[src/rtl/hwag_regbus_arb.sv]
`default_nettype none
// ============================================================================
//  Module   : hwag_regbus_arb
//  Purpose  : Register-bus master for the hwag block. After reset (or a
//             reinit pulse) it copies default values from an external ROM
//             into registers 0..LAST_ADDR, one write per cycle. With
//             HWAG_REGBUS_VERIFY_EN defined, it then reads every register
//             back and flags any mismatch on verr. Once booted, it serves
//             single host (SPI-side) read/write requests on the same bus.
//  Revision : 1.0 - initial release
// ----------------------------------------------------------------------------
//  Optional feature macro: HWAG_REGBUS_VERIFY_EN (readback verify after load)
// ----------------------------------------------------------------------------
//  Ports
//    clk, rst          clock / asynchronous active-low reset
//    reinit            one-cycle pulse, restart the boot load
//    init_addr/data    external default-value ROM (combinational data)
//    host_req/we/addr/wdata  host request, held until host_ack
//    host_ack/rdata    one-cycle completion pulse, read data valid with ack
//    bus_addr/wdata/we/re    register-bus master outputs
//    bus_rdata         register read data, valid the cycle after bus_re
//    init_done, verr   boot complete / readback mismatch seen
// ============================================================================
module hwag_regbus_arb #(
    parameter int ADDR_W    = 8,
    parameter int DATA_W    = 16,
    parameter int LAST_ADDR = 130
) (
    input  logic              clk,
    input  logic              rst,
    input  logic              reinit,
    output logic [ADDR_W-1:0] init_addr,
    input  logic [DATA_W-1:0] init_data,
    input  logic              host_req,
    input  logic              host_we,
    input  logic [ADDR_W-1:0] host_addr,
    input  logic [DATA_W-1:0] host_wdata,
    output logic              host_ack,
    output logic [DATA_W-1:0] host_rdata,
    output logic [ADDR_W-1:0] bus_addr,
    output logic [DATA_W-1:0] bus_wdata,
    output logic              bus_we,
    output logic              bus_re,
    input  logic [DATA_W-1:0] bus_rdata,
    output logic              init_done,
    output logic              verr
);

    localparam logic [ADDR_W-1:0] LAST_K = ADDR_W'(LAST_ADDR);
    localparam logic [ADDR_W-1:0] ONE_K  = ADDR_W'(1);

    typedef enum logic [2:0] {
        S_LOAD     = 3'd0,
        S_IDLE     = 3'd1,
        S_HWR      = 3'd2,
        S_HRD      = 3'd3,
        S_HRD_WAIT = 3'd4
`ifdef HWAG_REGBUS_VERIFY_EN
        , S_VERIFY = 3'd5
`endif
    } state_t;

    state_t            state_q, state_d;
    logic [ADDR_W-1:0] k_q, k_d;
    logic              run_q;          // low only until the first edge after reset
    logic              pend_q, pend_d; // reinit waiting for IDLE
    logic              done_q, done_d;
    logic [ADDR_W-1:0] haddr_q, haddr_d;
    logic [DATA_W-1:0] hwdata_q, hwdata_d;
    logic [DATA_W-1:0] rdata_q, rdata_d;
    logic              rack_q, rack_d; // read completion ack
    logic              restart;        // reinit accepted this cycle

`ifdef HWAG_REGBUS_VERIFY_EN
    logic              vdrain_q, vdrain_d; // final compare cycle after last read
    logic              chk_q, chk_d;       // bus_rdata this cycle is a verify read
    logic [DATA_W-1:0] exp_q, exp_d;       // ROM value of the address read last cycle
    logic              verr_q, verr_d;
`endif

    assign init_addr  = k_q;
    assign init_done  = done_q;
    assign host_rdata = rdata_q;

    always_ff @(posedge clk or negedge rst) begin
        if (!rst) begin
            state_q  <= S_LOAD;
            k_q      <= '0;
            run_q    <= 1'b0;
            pend_q   <= 1'b0;
            done_q   <= 1'b0;
            haddr_q  <= '0;
            hwdata_q <= '0;
            rdata_q  <= '0;
            rack_q   <= 1'b0;
        end else begin
            state_q  <= state_d;
            k_q      <= k_d;
            run_q    <= 1'b1;
            pend_q   <= pend_d;
            done_q   <= done_d;
            haddr_q  <= haddr_d;
            hwdata_q <= hwdata_d;
            rdata_q  <= rdata_d;
            rack_q   <= rack_d;
        end
    end

    always_comb begin
        state_d   = state_q;
        k_d       = k_q;
        pend_d    = pend_q | reinit;
        done_d    = done_q;
        haddr_d   = haddr_q;
        hwdata_d  = hwdata_q;
        rdata_d   = rdata_q;
        rack_d    = 1'b0;
        restart   = 1'b0;
        bus_we    = 1'b0;
        bus_re    = 1'b0;
        bus_addr  = '0;
        bus_wdata = '0;
        host_ack  = rack_q;
`ifdef HWAG_REGBUS_VERIFY_EN
        vdrain_d  = vdrain_q;
`endif

        case (state_q)
            S_LOAD: begin
                // While still in reset and for the first cycle after it,
                // run_q keeps the bus quiet; the load starts on that edge.
                bus_we    = run_q;
                bus_addr  = k_q;
                bus_wdata = run_q ? init_data : '0;
                if (reinit) begin
                    k_d     = '0;
                    pend_d  = 1'b0;
                    restart = 1'b1;
                end else if (run_q) begin
                    if (k_q == LAST_K) begin
`ifdef HWAG_REGBUS_VERIFY_EN
                        state_d  = S_VERIFY;
                        k_d      = '0;
                        vdrain_d = 1'b0;
`else
                        state_d  = S_IDLE;
                        done_d   = 1'b1;
`endif
                    end else begin
                        k_d = k_q + ONE_K;
                    end
                end
            end

`ifdef HWAG_REGBUS_VERIFY_EN
            S_VERIFY: begin
                if (reinit) begin
                    state_d  = S_LOAD;
                    k_d      = '0;
                    pend_d   = 1'b0;
                    vdrain_d = 1'b0;
                    restart  = 1'b1;
                end else if (vdrain_q) begin
                    // Last read's data is compared in this cycle.
                    vdrain_d = 1'b0;
                    state_d  = S_IDLE;
                    done_d   = 1'b1;
                end else begin
                    bus_re   = 1'b1;
                    bus_addr = k_q;
                    if (k_q == LAST_K) begin
                        vdrain_d = 1'b1;
                    end else begin
                        k_d = k_q + ONE_K;
                    end
                end
            end
`endif

            S_IDLE: begin
                if (pend_q || reinit) begin
                    state_d = S_LOAD;
                    k_d     = '0;
                    pend_d  = 1'b0;
                    done_d  = 1'b0;
                    restart = 1'b1;
                end else if (host_req && !rack_q) begin
                    // During a read-ack cycle the host still holds host_req;
                    // accepting it then would serve the same request twice.
                    haddr_d  = host_addr;
                    hwdata_d = host_wdata;
                    state_d  = host_we ? S_HWR : S_HRD;
                end
            end

            S_HWR: begin
                bus_we    = 1'b1;
                bus_addr  = haddr_q;
                bus_wdata = hwdata_q;
                host_ack  = 1'b1;
                state_d   = S_IDLE;
            end

            S_HRD: begin
                bus_re   = 1'b1;
                bus_addr = haddr_q;
                state_d  = S_HRD_WAIT;
            end

            S_HRD_WAIT: begin
                rdata_d = bus_rdata;
                rack_d  = 1'b1;
                state_d = S_IDLE;
            end

            default: begin
                state_d = S_LOAD;
                k_d     = '0;
            end
        endcase
    end

`ifdef HWAG_REGBUS_VERIFY_EN
    always_ff @(posedge clk or negedge rst) begin
        if (!rst) begin
            vdrain_q <= 1'b0;
            chk_q    <= 1'b0;
            exp_q    <= '0;
            verr_q   <= 1'b0;
        end else begin
            vdrain_q <= vdrain_d;
            chk_q    <= chk_d;
            exp_q    <= exp_d;
            verr_q   <= verr_d;
        end
    end

    always_comb begin
        chk_d  = (state_q == S_VERIFY) && bus_re;
        exp_d  = init_data;
        verr_d = verr_q;
        if (restart) begin
            verr_d = 1'b0;
        end else if (chk_q && (state_q == S_VERIFY) && (bus_rdata != exp_q)) begin
            verr_d = 1'b1;
        end
    end

    assign verr = verr_q;
`else
    assign verr = 1'b0;
`endif

endmodule
`default_nettype wire

[config.mk]
export PLATFORM = sky130hd
export DESIGN_NAME = hwag_regbus_arb
export DESIGN_NICKNAME = d
export VERILOG_FILES = /design/src/rtl/hwag_regbus_arb.sv
export SDC_FILE = /design/constraint.sdc
export NUM_CORES = 1
export LEC_CHECK = 0
export ABC_AREA = 1
export CORE_MARGIN = 1
export CORE_UTILIZATION = 47
export DETAILED_ROUTE_END_ITERATION = 8
export GPL_ROUTABILITY_DRIVEN = 0
export GPL_TIMING_DRIVEN = 1
export PLACE_DENSITY = 0.86
export SLEW_MARGIN = 0
export SYNTH_ARGS = -nofsm -noshare
export SYNTH_HDL_FRONTEND = slang
export SYNTH_SLANG_ARGS = --single-unit
[constraint.sdc]
create_clock -name clk -period 4.1 [get_ports clk]
set_clock_uncertainty 0.2 [all_clocks]
set_input_delay 0.82 -clock clk [delete_from_list [all_inputs] [get_ports clk]]
set_output_delay 0.82 -clock clk [all_outputs]
set_load 0.02 [all_outputs]
# Word-level counts from Yosys, hierarchy flattened
# Index checks and enable logic that the tools add are counted.
# Widths: inputs -> output; s select.
dict set report word_totals {
  word_cells 64
  output_inout_bits 53
  regBits 55
}
dict set report classes {
  n_bitwise 3
  eq_ne 12
  mux 27
  n_reduce_logical 12
  addsub 1
}
# cell count
set ops {}
lappend ops {{$mux 8} 4}
lappend ops {{$pmux 16 s2} 1}
lappend ops {{$pmux 8 s3} 1}
lappend ops {{$mux 16} 1}
lappend ops {{$pmux 8 s2} 1}
lappend ops {{$mux 3} 5}
lappend ops {{$pmux 3 s4} 1}
lappend ops {{$mux 1} 10}
lappend ops {{$ne 3x3->1 const B} 3}
lappend ops {{$add 8x1->8 const B} 1}
lappend ops {{$eq 8x8->1 const B} 1}
lappend ops {{$ne 2x2->1 const B} 4}
lappend ops {{$reduce_and 4->1} 2}
lappend ops {{$eq 3x2->1 const B} 2}
lappend ops {{$pmux 1 s2} 3}
lappend ops {{$reduce_and 5->1} 1}
lappend ops {{$reduce_or 2->1} 2}
lappend ops {{$eq 3x1->1 const B} 1}
lappend ops {{$eq 3x3->1 const B} 1}
lappend ops {{$logic_not 3->1} 1}
lappend ops {{$reduce_and 3->1} 1}
lappend ops {{$reduce_or 3->1} 1}
lappend ops {{$not 1->1} 2}
lappend ops {{$reduce_bool 2->1} 1}
lappend ops {{other kinds (4)} 4}

# Logic depth before layout (Yosys ltp)
dict set report depth {
  depth_word 5
  mapped_depth 10
}

# Worst setup path after synthesis
# No wires, ideal clock.
dict set report synth_timing {
  path_kind {reg-to-output}
  from {reg state_q[1]}
  to {out bus_addr[3]}
  stages_incl_launch_ff 7
  slack_ns 1.593
  path_buffers 3
  arrival_ns 1.487
  path_cell_list {dfrtp_1 -> buf_4 -> inv_2 -> nand2_1 -> buf_2 -> buf_2 -> o21ai_0}
}
dict set report synth_between {
  elab_chain_cells 3
  elab_cells_between_ends 5
}
# element line
set synth_rtl {}
lappend synth_rtl {{from (decl)} 63} ;# state_t state_q, state_d;
lappend synth_rtl {{from (signal assigned)} 97} ;# state_q <= state_d;
lappend synth_rtl {{$eq 3x2->1} 128} ;# case (state_q)
lappend synth_rtl {{$reduce_or 2->1 (no source line)} -}
lappend synth_rtl {{$pmux 8 s2 (*)} 128}
lappend synth_rtl {{to (decl)} 40} ;# output logic [ADDR_W-1:0] bus_addr,
# Mark *: on every way between the ends. The rest lies on a longest branch, timed or not.

# Worst setup path in the final report
dict set report layout_timing {
  from {reg state_q[1]}
  to {out bus_wdata[9]}
}
dict set report layout_between {
  elab_chain_cells 2
  elab_cells_between_ends 3
}
# element line
set layout_rtl {}
lappend layout_rtl {{$eq 3x2->1 / $logic_not 3->1 (equally long branches)} 128}
lappend layout_rtl {{$pmux 16 s2 (*)} 128}
lappend layout_rtl {{to (decl)} 41} ;# output logic [DATA_W-1:0] bus_wdata,
# Marks and branches as above.

==> metrics.md <==
| Metric | Value |
|---|---|
| Pre-antenna DRT Iters | `5` |
| First-pass GRT wire length | `12900 um` |
| Final wirelength | `7590 um` |
| Leak | `1.92 nW` |
| Die ar. | `6330 um2` |
| DRC viols | `0` |
| Grt ovf | `0` |
| Status | `finished, final reports clean` |
| Core Area | `5640 um2` |
| Vias post-DR | `2872` |
| Clk pin slew, worst setup/hold paths | `110 ps` |
| CTS resizes | `0` |
| Ys async rst share | `100%` |
| FMAX | `0.277 GHz` |
| I/O Buffers | `112` |
| Pre-CTS WS | `892 ps` |
| Row count | `27` |
| Critical path data arrival time | `2590 ps` |
| Max VDD drop | `0.252 mV` |
| P per Cell Area | `340 nW/um2` |
| Setup CP Type | `reg -> out` |
| Worst hold path depth | `2` |
| IO Count | `114` |
| Antenna fix cells | `0` |
| R2R cell count | `7` |
| Worst-case clock buffer depth | `2` |
| Synth Warn # | `0` |
| Via/cell ratio | `5.12` |
| CP startpoint kind | `flop` |
| Sink Count | `55` |
| CP peak stage delay | `640 ps` |
| Area Growth Syn to Fin | `43.5%` |
| RSZ-0062 raised after global routing | `false` |
| Routed Antenna Nets | `0` |
| Hold_buf cts | `0` |
| Slew HR | `46.3%` |
| H-tree Lvls | `2` |
| Final slew viol count | `0` |
| Period minus WS final | `3610 ps` |
| Placed cell count | `553` |
| Share of post-route cells with drive strength above 1 | `7.98%` |
| Req. time, crit path | `3080 ps` |
| Syn nets | `445` |
| Worst Path Max Fanout | `20` |
| EDFF count, synth | `0` |
| Yosys cell types | `27` |
| CTS root buffer | `clkbuf_8` |
| Hold Crit Class | `reg -> reg` |
| Final nets | `551` |
| Most used DFF post-synth | `dfrtp_1` |
| Non-filler cells, final | `561` |
| Die height | `79.6 um` |
| Final setup TNS | `0 ps` |
| # Post-CTS Setup Buffers | `0` |
| Max Cap Violations | `0` |
| Core Util, Final | `72.0%` |
| Largest net degree at the start of global routing | `39` |
| Post-DP HPWL | `5760 um` |
| Critical path's slowest cell | `dfrtp_1` |
| Initial core utilization | `50.1%` |
| Die W | `79.6 um` |
| Post-synthesis sequential area ratio | `48.7%` |
| Worst-Skew Late Latency | `320 ps` |
| Cell Chain, Critical Path | `inv_2, nand2_1, buf_4, o21ai_0, clkdlybuf4s50_1` |
| Final hold vios | `0` |
| Final setup violation count | `0` |
| GR Util All Layers | `26.2%` |
| Cts bufs inserted | `5` |
| CTS tree | `yes` |
| Post-synth design cell area | `2830 um2` |
| DRT iter0 DRCs | `233` |
| Period utilisation layout | `88.0%` |
| Cells after Synth | `382` |
| Crit path capture type | `output port` |
| Final worst slack | `494 ps` |
| Average wire per standard cell | `13.5 um` |
| Initial antenna violation count | `0` |
| Number of synthesized register bits | `55` |
| Mapped Avg Cell Area | `7.41 um2` |
| Measured slew at the worst slew-check pin | `805 ps` |
| Vias in the first global route | `2802` |
[cells in the mapped netlist, types with 3 or more instances]
| cell | n | share of area (%) |
|---|---|---|
| inv_1 | 16 | 2.1 |
| buf_2 | 8 | 1.4 |
| nor2_1 | 20 | 2.7 |
| buf_4 | 3 | 0.80 |
| nand3_1 | 22 | 3.9 |
| inv_2 | 5 | 0.66 |
| nand4_1 | 4 | 0.88 |
| dfrtp_1 | 55 | 49 |
| o21ai_0 | 26 | 4.6 |
| nand2_1 | 186 | 25 |
| nand2_2 | 13 | 2.9 |
| nor2_2 | 4 | 0.88 |
[report_power, final]
group	total, mW	internal, mW	switching, mW
logic	0.327	0.172	0.156
registers	0.729	0.654	0.0748
clock network	0.325	0.129	0.196
[routing by layer]
layer / global-route usage (%) / share of wire, % / vias to the layer above
li1: - / - / 1396
met1: 34.1 / 42 / 1339
met2: 44.4 / 50 / 119
met3: 5.14 / 6.8 / 18
met4: 6.91 / 1.7 / 0
met5: 0 / 0 / -
[stage by stage]
step	cell area, um2	hold WS, ps	total power, mW
final	4060	289	1.38
after CTS	4060	292	1.39
after detailed placement	3960	265	1.06
after global routing	4060	306	1.46
after floorplan	2830	249	0.876
after global placement	3960	262	1.05
[area by class of cell]
cell class | instances | area, um2
fillers | 447 | 1580
flip-flops and latches | 55 | 1380
multi-input cells | 289 | 1270
repair buffers | 115 | 1140
well taps | 72 | 90.1
inverters | 22 | 83.8
clock buffers | 5 | 68.8
clock inverters | 3 | 33.8
[critical path: cells and delay by family (launching register included)]
family	cells	cell delay (ps)
flops	1	640
compound gates	1	200
buf+inv	3	1140
simple gates	1	290
[sequential cells by signal, summed over array words and instances, names as in the netlist]
register / count
state_q: 3
host_rdata: 16
haddr_q: 8
pend_q: 1
run_q: 1
rack_q: 1
hwdata_q: 16
init_done: 1
init_addr: 8
[cells by family after synthesis]
group	Yosys count	share of synthesized area, %
buffers and inverters	38	6.50
and+or+nand+nor	254	37.8
other	2	0.265
DFF	55	48.7
adders and majority gates	2	0.884
AOI/OAI and AO/OA	31	5.93
[cells in the final DEF, fill, tap and decap left out, drive strengths merged]
| cell | instances |
|---|---|
| nand2 | 199 |
| clkdlybuf4s50 | 111 |
| dfrtp | 55 |
| o21ai | 26 |
| nor2 | 26 |
| nand3 | 23 |
| inv | 22 |
| clkbuf | 5 |
| nand4 | 4 |
| buf | 4 |
| a21oi | 3 |
| clkinv | 3 |
| ha | 2 |
| conb | 2 |
| a22o | 1 |
| a32o | 1 |
| nand3b | 1 |
| nor4 | 1 |
[path summary, 6_finish.rpt]
check                                           from                        end  slack, ps
max                           state_q[1]$_DFFE_PN0P_               bus_wdata[9]        490
min                        host_rdata[3]$_DFFE_PN0P_  host_rdata[3]$_DFFE_PN0P_        290
max reg2reg                   state_q[1]$_DFFE_PN0P_   hwdata_q[11]$_DFFE_PN0P_       1800
min reg2reg                host_rdata[3]$_DFFE_PN0P_  host_rdata[3]$_DFFE_PN0P_        290
max in group asynchronous                        rst   init_addr[1]$_DFFE_PN0P_       2560
min in group asynchronous                        rst    hwdata_q[1]$_DFFE_PN0P_        390
(Power assumes the default switching activity.)
